[config.mk]
export PLATFORM = sky130hd
export DESIGN_NAME = div_unit
export DESIGN_NICKNAME = d
export VERILOG_FILES = /design/src/rtl/riscv_pkg.sv /design/src/rtl/div_step.sv /design/src/rtl/div_unit.sv
export SDC_FILE = /design/constraint.sdc
export NUM_CORES = 1
export LEC_CHECK = 0
export CAP_MARGIN = 20
export CORE_MARGIN = 2
export CORE_UTILIZATION = 55
export DETAILED_ROUTE_END_ITERATION = 10
export GPL_ROUTABILITY_DRIVEN = 0
export PLACE_DENSITY = 0.77
export SYNTH_ARGS = -nofsm -noshare
export SYNTH_HDL_FRONTEND = slang
export SYNTH_HIERARCHICAL = 1
export SYNTH_SLANG_ARGS = --single-unit
[constraint.sdc]
create_clock -name clk -period 10.2 [get_ports clk]
set_clock_uncertainty 0.05 [all_clocks]
set_input_delay 1.02 -clock clk [delete_from_list [all_inputs] [get_ports clk]]
set_output_delay 1.02 -clock clk [all_outputs]
set_load 0.005 [all_outputs]
[src/rtl/riscv_pkg.sv]
// riscv_pkg: shared divider opcode/state types and constants
package riscv_pkg;
  localparam int XLEN = 32;
  localparam logic [31:0] DIV_INT_MIN = 32'h8000_0000;
  typedef enum logic [1:0] {DIV = 2'b00, DIVU = 2'b01, REM = 2'b10, REMU = 2'b11} div_op_t;
  typedef enum logic [1:0] {IDLE, CALC, FIX, DONE} div_state_t;
endpackage

[src/rtl/div_step.sv]
// div_step: one combinational restoring-division iteration
module div_step #(
  parameter int XLEN = 32
) (
  input  logic [XLEN-1:0] rem,
  input  logic            msb,
  input  logic [XLEN-1:0] divisor,
  output logic [XLEN-1:0] rem_nxt,
  output logic            q_bit
);
  logic [XLEN:0] diff;
  assign diff    = {rem, msb} - {1'b0, divisor};
  assign q_bit   = ~diff[XLEN];
  assign rem_nxt = q_bit ? diff[XLEN-1:0] : {rem[XLEN-2:0], msb};
endmodule

[src/rtl/div_unit.sv]
// div_unit: iterative RV32M DIV/DIVU/REM/REMU with stall and single-cycle register-file write
module div_unit #(
  parameter int XLEN  = 32,
  parameter int CNT_W = 5
) (
  input  logic            clk,
  input  logic            rst,
  input  logic            start,
  input  logic [1:0]      op,
  input  logic [XLEN-1:0] rs1_val,
  input  logic [XLEN-1:0] rs2_val,
  input  logic [4:0]      rd_addr,
  output logic            busy,
  output logic            wr_rd_en,
  output logic [4:0]      addr_wr,
  output logic [XLEN-1:0] write_port
);
  import riscv_pkg::*;
  div_state_t      state;
  logic [1:0]      op_q;
  logic [4:0]      rd_q;
  logic            neg_q, neg_r;
  logic [XLEN-1:0] rem, dvd, dsr, rem_nxt, abs1, abs2, spec_res, q_fix, r_fix;
  logic            q_bit, sgn_in, sgn_q, div0, ovf;
  logic [CNT_W-1:0] cnt;
  div_step #(.XLEN(XLEN)) u_step (
    .rem(rem), .msb(dvd[XLEN-1]), .divisor(dsr), .rem_nxt(rem_nxt), .q_bit(q_bit)
  );
  assign busy     = state != IDLE;
  assign sgn_in   = ~op[0];
  assign abs1     = (sgn_in && rs1_val[XLEN-1]) ? -rs1_val : rs1_val;
  assign abs2     = (sgn_in && rs2_val[XLEN-1]) ? -rs2_val : rs2_val;
  assign div0     = rs2_val == '0;
  assign ovf      = sgn_in && rs1_val == DIV_INT_MIN && rs2_val == '1;
  assign spec_res = div0 ? (op[1] ? rs1_val : '1) : (op[1] ? '0 : DIV_INT_MIN);
  assign sgn_q    = ~op_q[0];
  assign q_fix    = (sgn_q && neg_q) ? -dvd : dvd;
  assign r_fix    = (sgn_q && neg_r) ? -rem : rem;
  always_ff @(posedge clk) begin
    if (rst) begin
      state      <= IDLE;
      op_q       <= '0;
      rd_q       <= '0;
      neg_q      <= 1'b0;
      neg_r      <= 1'b0;
      rem        <= '0;
      dvd        <= '0;
      dsr        <= '0;
      cnt        <= '0;
      wr_rd_en   <= 1'b0;
      addr_wr    <= '0;
      write_port <= '0;
    end else begin
      case (state)
        IDLE: if (start) begin
          op_q  <= op;
          rd_q  <= rd_addr;
          neg_q <= rs1_val[XLEN-1] ^ rs2_val[XLEN-1];
          neg_r <= rs1_val[XLEN-1];
          dvd   <= abs1;
          dsr   <= abs2;
          rem   <= '0;
          cnt   <= '0;
          if (div0 || ovf) begin
            state      <= DONE;
            write_port <= spec_res;
            wr_rd_en   <= rd_addr != '0;
            addr_wr    <= rd_addr;
          end else begin
            state <= CALC;
          end
        end
        CALC: begin
          rem <= rem_nxt;
          dvd <= {dvd[XLEN-2:0], q_bit};
          cnt <= cnt + 1'b1;
          if (cnt == '1) state <= FIX;
        end
        FIX: begin
          write_port <= op_q[1] ? r_fix : q_fix;
          wr_rd_en   <= rd_q != '0;
          addr_wr    <= rd_q;
          state      <= DONE;
        end
        default: begin
          wr_rd_en <= 1'b0;
          state    <= IDLE;
        end
      endcase
    end
  end
endmodule

==> flow_metrics.env <==
export IMPL_grt_setup_unrepaired="no"
export IMPL_finalPower_w=0.00284
export IMPL_reg2reg_depth=15
export IMPL_design_area_mm2=0.0133
export IMPL_ioPinCount=113
export IMPL_drv_slew=0
export IMPL_die_w_um=149
export IMPL_core_area_mm2=0.0204
export IMPL_avgViaCountPerCell=6.27
export IMPL_root_buffer="clkbuf_16"
export IMPL_grt_overflow=0
export IMPL_hpwl_um=24300
export IMPL_start_util=0.564
export IMPL_timing_fmax_mhz=207
export IMPL_vias=11500
export IMPL_avgSynthCellArea_um2=7.68
export IMPL_grt_first_pass_wirelength_um=54100
export IMPL_ys_seq_area_frac=0.261
export IMPL_syn_inst=1497
export IMPL_clkTransAtPathRegs_ns=0.06
export IMPL_worstSetupPathType="in2reg"
export IMPL_numCtsBuffers=17
export IMPL_status="finished clean"
export IMPL_pwr_share_comb=0.461
export IMPL_pwr_share_seq=0.295
export IMPL_maxCapViolCount=0
export IMPL_startpoint_type="input pin"
export IMPL_firstDrtPassIters=6
export IMPL_p_sw_w=0.00121
export IMPL_fin_tns_setup_ns=0
export IMPL_routedWlPerCell_um=18.6
export IMPL_grt_total_usage=0.306
export IMPL_portBuffers=112
export IMPL_synth_edff_count=0
export IMPL_cp_end_kind="flop"
export IMPL_maxSlewHeadroom=0.269
export IMPL_synth_seq_cells=150
export IMPL_ctsHtreeMaxLevel=4
export IMPL_fin_nets=1661
export IMPL_ir_worst_vdd_mv=0.123
export IMPL_cts_tree="done"
export IMPL_netlist_area_mm2=0.0115
export IMPL_startpoint="rs2_val[0]"
export IMPL_clock_latency_ns=0.44
export IMPL_cp_max_fo=31
export IMPL_grt_antenna_before_repair=0
export IMPL_setup_viol=0
export IMPL_grt_pass1_vias=10500
export IMPL_hold_viol_final=0
export IMPL_worstMarginPinSlew_ns=1.09
export IMPL_dieArea_mm2=0.0221
export IMPL_clock_sinks=150
export IMPL_power_density_mw_per_mm2=214
export IMPL_layout_min_cycle_time_ns=4.84
export IMPL_internal_power_w=0.00163
export IMPL_fin_crit_sh=0.474
export IMPL_post_cts_setup_buffers=0
export IMPL_clkPwrFrac=0.243
export IMPL_place_area_mm2=0.0126
export IMPL_num_rows=52
export IMPL_arrival_ns=5.16
export IMPL_required_ns=10.52
export IMPL_cts_hold_buf=0
export IMPL_postCtsResizedCells=0
export IMPL_hold_class="reg2reg"
export IMPL_timing_rr_end="rem[13]"
export IMPL_synth_distinct_cells=88
export IMPL_drive_gt1_frac=0.0675
export IMPL_drc=0
export IMPL_ys_flop_type="dfxtp_1"
export IMPL_synth_warnings=6
export IMPL_leakage_nw=4.91
export IMPL_fin_util=0.652
export IMPL_syn_nets=1615
export IMPL_synthToLayoutAreaGrowth_pct=15.5
export IMPL_reg2reg_setup_slack_ns=6.06
export IMPL_antenna_left=0
export IMPL_switching_share=0.425
export IMPL_critPathCapture="write_port[31]"
export IMPL_clockBufferDepth=2
export IMPL_wl_um=34000
export IMPL_reg2reg_from="dvd[31]"
export IMPL_hp_start="dsr[31]"
export IMPL_grt_max_degree=110
export IMPL_antenna_cells=0
export IMPL_drt_iter0_drc=932
export IMPL_die_y_um=149
export IMPL_async_flop_share=0
## critical path, cell delays in order
cell	delay, ns
clkdlybuf4s50_1	0.49
inv_1	0.09
ha_1	0.20
nor4b_1	0.52
nand4_1	0.38
or3_1	0.51
nor2b_1	0.59
a211oi_4	0.30
buf_4	0.35
or4_1	0.56
a21oi_1	0.16
## cell families after synthesis
kind of cell,after synthesis,share of synthesized area
xor gates and xnor gates,140,0.107
muxes,49,0.0531
DFF,150,0.261
AOI/OAI and AO/OA,443,0.254
and+or+nand+nor,488,0.207
adders and majority gates,44,0.0486
buffers and inverters,183,0.0698
## final cells by class
cell class	count	area [µm²]
clock buffers	22	474
multi-input cells	1164	7710
flip-flops and latches	150	3000
repair buffers	128	1260
fillers	1805	7090
clock inverters	10	168
inverters	82	315
well taps	270	338
## placed cells by master (no fill, tap or decap), types with 43 or more instances in the layout
master | synthesis | layout
o21ai_0 | 74 | 74
clkdlybuf4s50_1 | 0 | 111
nor3_1 | 54 | 54
xor2_1 | 76 | 76
inv_1 | 79 | 79
ha_1 | 43 | 43
xnor2_1 | 64 | 64
a211oi_1 | 50 | 50
dfxtp_1 | 150 | 150
nor2_1 | 161 | 161
a21oi_1 | 104 | 103
nand2_1 | 110 | 110
## metal layers
metal | up-vias | part of all wire | routed length, µm | global-route usage
met5 | - | 0 | 0 | 0
met3 | 73 | 0.083 | 2800 | 0.0604
met4 | 0 | 0.034 | 1160 | 0.125
met2 | 537 | 0.45 | 15400 | 0.492
li1 | 5526 | - | - | -
met1 | 5315 | 0.43 | 14500 | 0.403
## state kept, by name, summed over array words and instances, names as in the netlist
name / count
op_q: 2
dsr: 32
dvd: 32
state: 2
cnt: 5
neg_q: 1
wr_rd_en: 1
addr_wr: 5
neg_r: 1
rd_q: 5
write_port: 32
rem: 32
## Yosys cell counts (all sizes together), types with 7 or more instances
library cell | count | share of area
nor2b | 9 | 0.0049
o21ai | 75 | 0.033
a22oi | 36 | 0.024
a21o | 22 | 0.014
a211oi | 52 | 0.035
and3 | 13 | 0.0076
clkbuf | 79 | 0.027
nor3 | 55 | 0.025
or3 | 18 | 0.0098
nor4 | 19 | 0.011
inv | 80 | 0.027
o211ai | 19 | 0.012
nand2 | 110 | 0.036
o21a | 13 | 0.0085
dfxtp | 150 | 0.26
a21oi | 106 | 0.047
nand2b | 11 | 0.0060
or4 | 16 | 0.011
o41ai | 10 | 0.0076
xor2 | 76 | 0.058
nand4 | 19 | 0.010
ha | 43 | 0.047
nand3 | 25 | 0.011
buf | 20 | 0.014
o31ai | 28 | 0.018
mux2 | 29 | 0.035
o22ai | 22 | 0.012
mux2i | 20 | 0.019
and2 | 7 | 0.0041
xnor2 | 64 | 0.049
a31oi | 21 | 0.011
nor2 | 162 | 0.054
## how the worst min path moves through the flow
stage          depth (start not counted)        endpoint  slack, ns
5_1_grt                                2  write_port[17]       0.43
6_report                               2         dsr[31]       0.41
3_5_place_dp                           2   write_port[6]       0.40
4_1_cts                                2         dsr[31]       0.41
2_1_floorplan                          2         dsr[31]       0.38
3_3_place_gp                           2   write_port[6]       0.40
## metrics by stage
| stage | setup slack, ns | hold slack (ns) | instances |
|---|---|---|---|
| after floorplan | 6.53 | 0.382 | 1497 |
| after global placement | 5.01 | 0.395 | 1791 |
| after detailed placement | 4.97 | 0.401 | 1793 |
| after CTS | 5.41 | 0.411 | 1825 |
| after global routing | 5.07 | 0.430 | 1826 |
| final | 5.36 | 0.406 | 1826 |
## power by group through the flow
stage	Sequential, W	Clock [W]	Combinational (W)
CTS	0.000832	0.000694	0.00128
floorplan	0.000790	0	0.000968
global placement	0.000839	0	0.00124
global route	0.000851	0.000723	0.00143
finish	0.000838	0.000691	0.00131
detailed placement	0.000843	0	0.00127
Note: power is estimated with default switching activity, not from simulation.
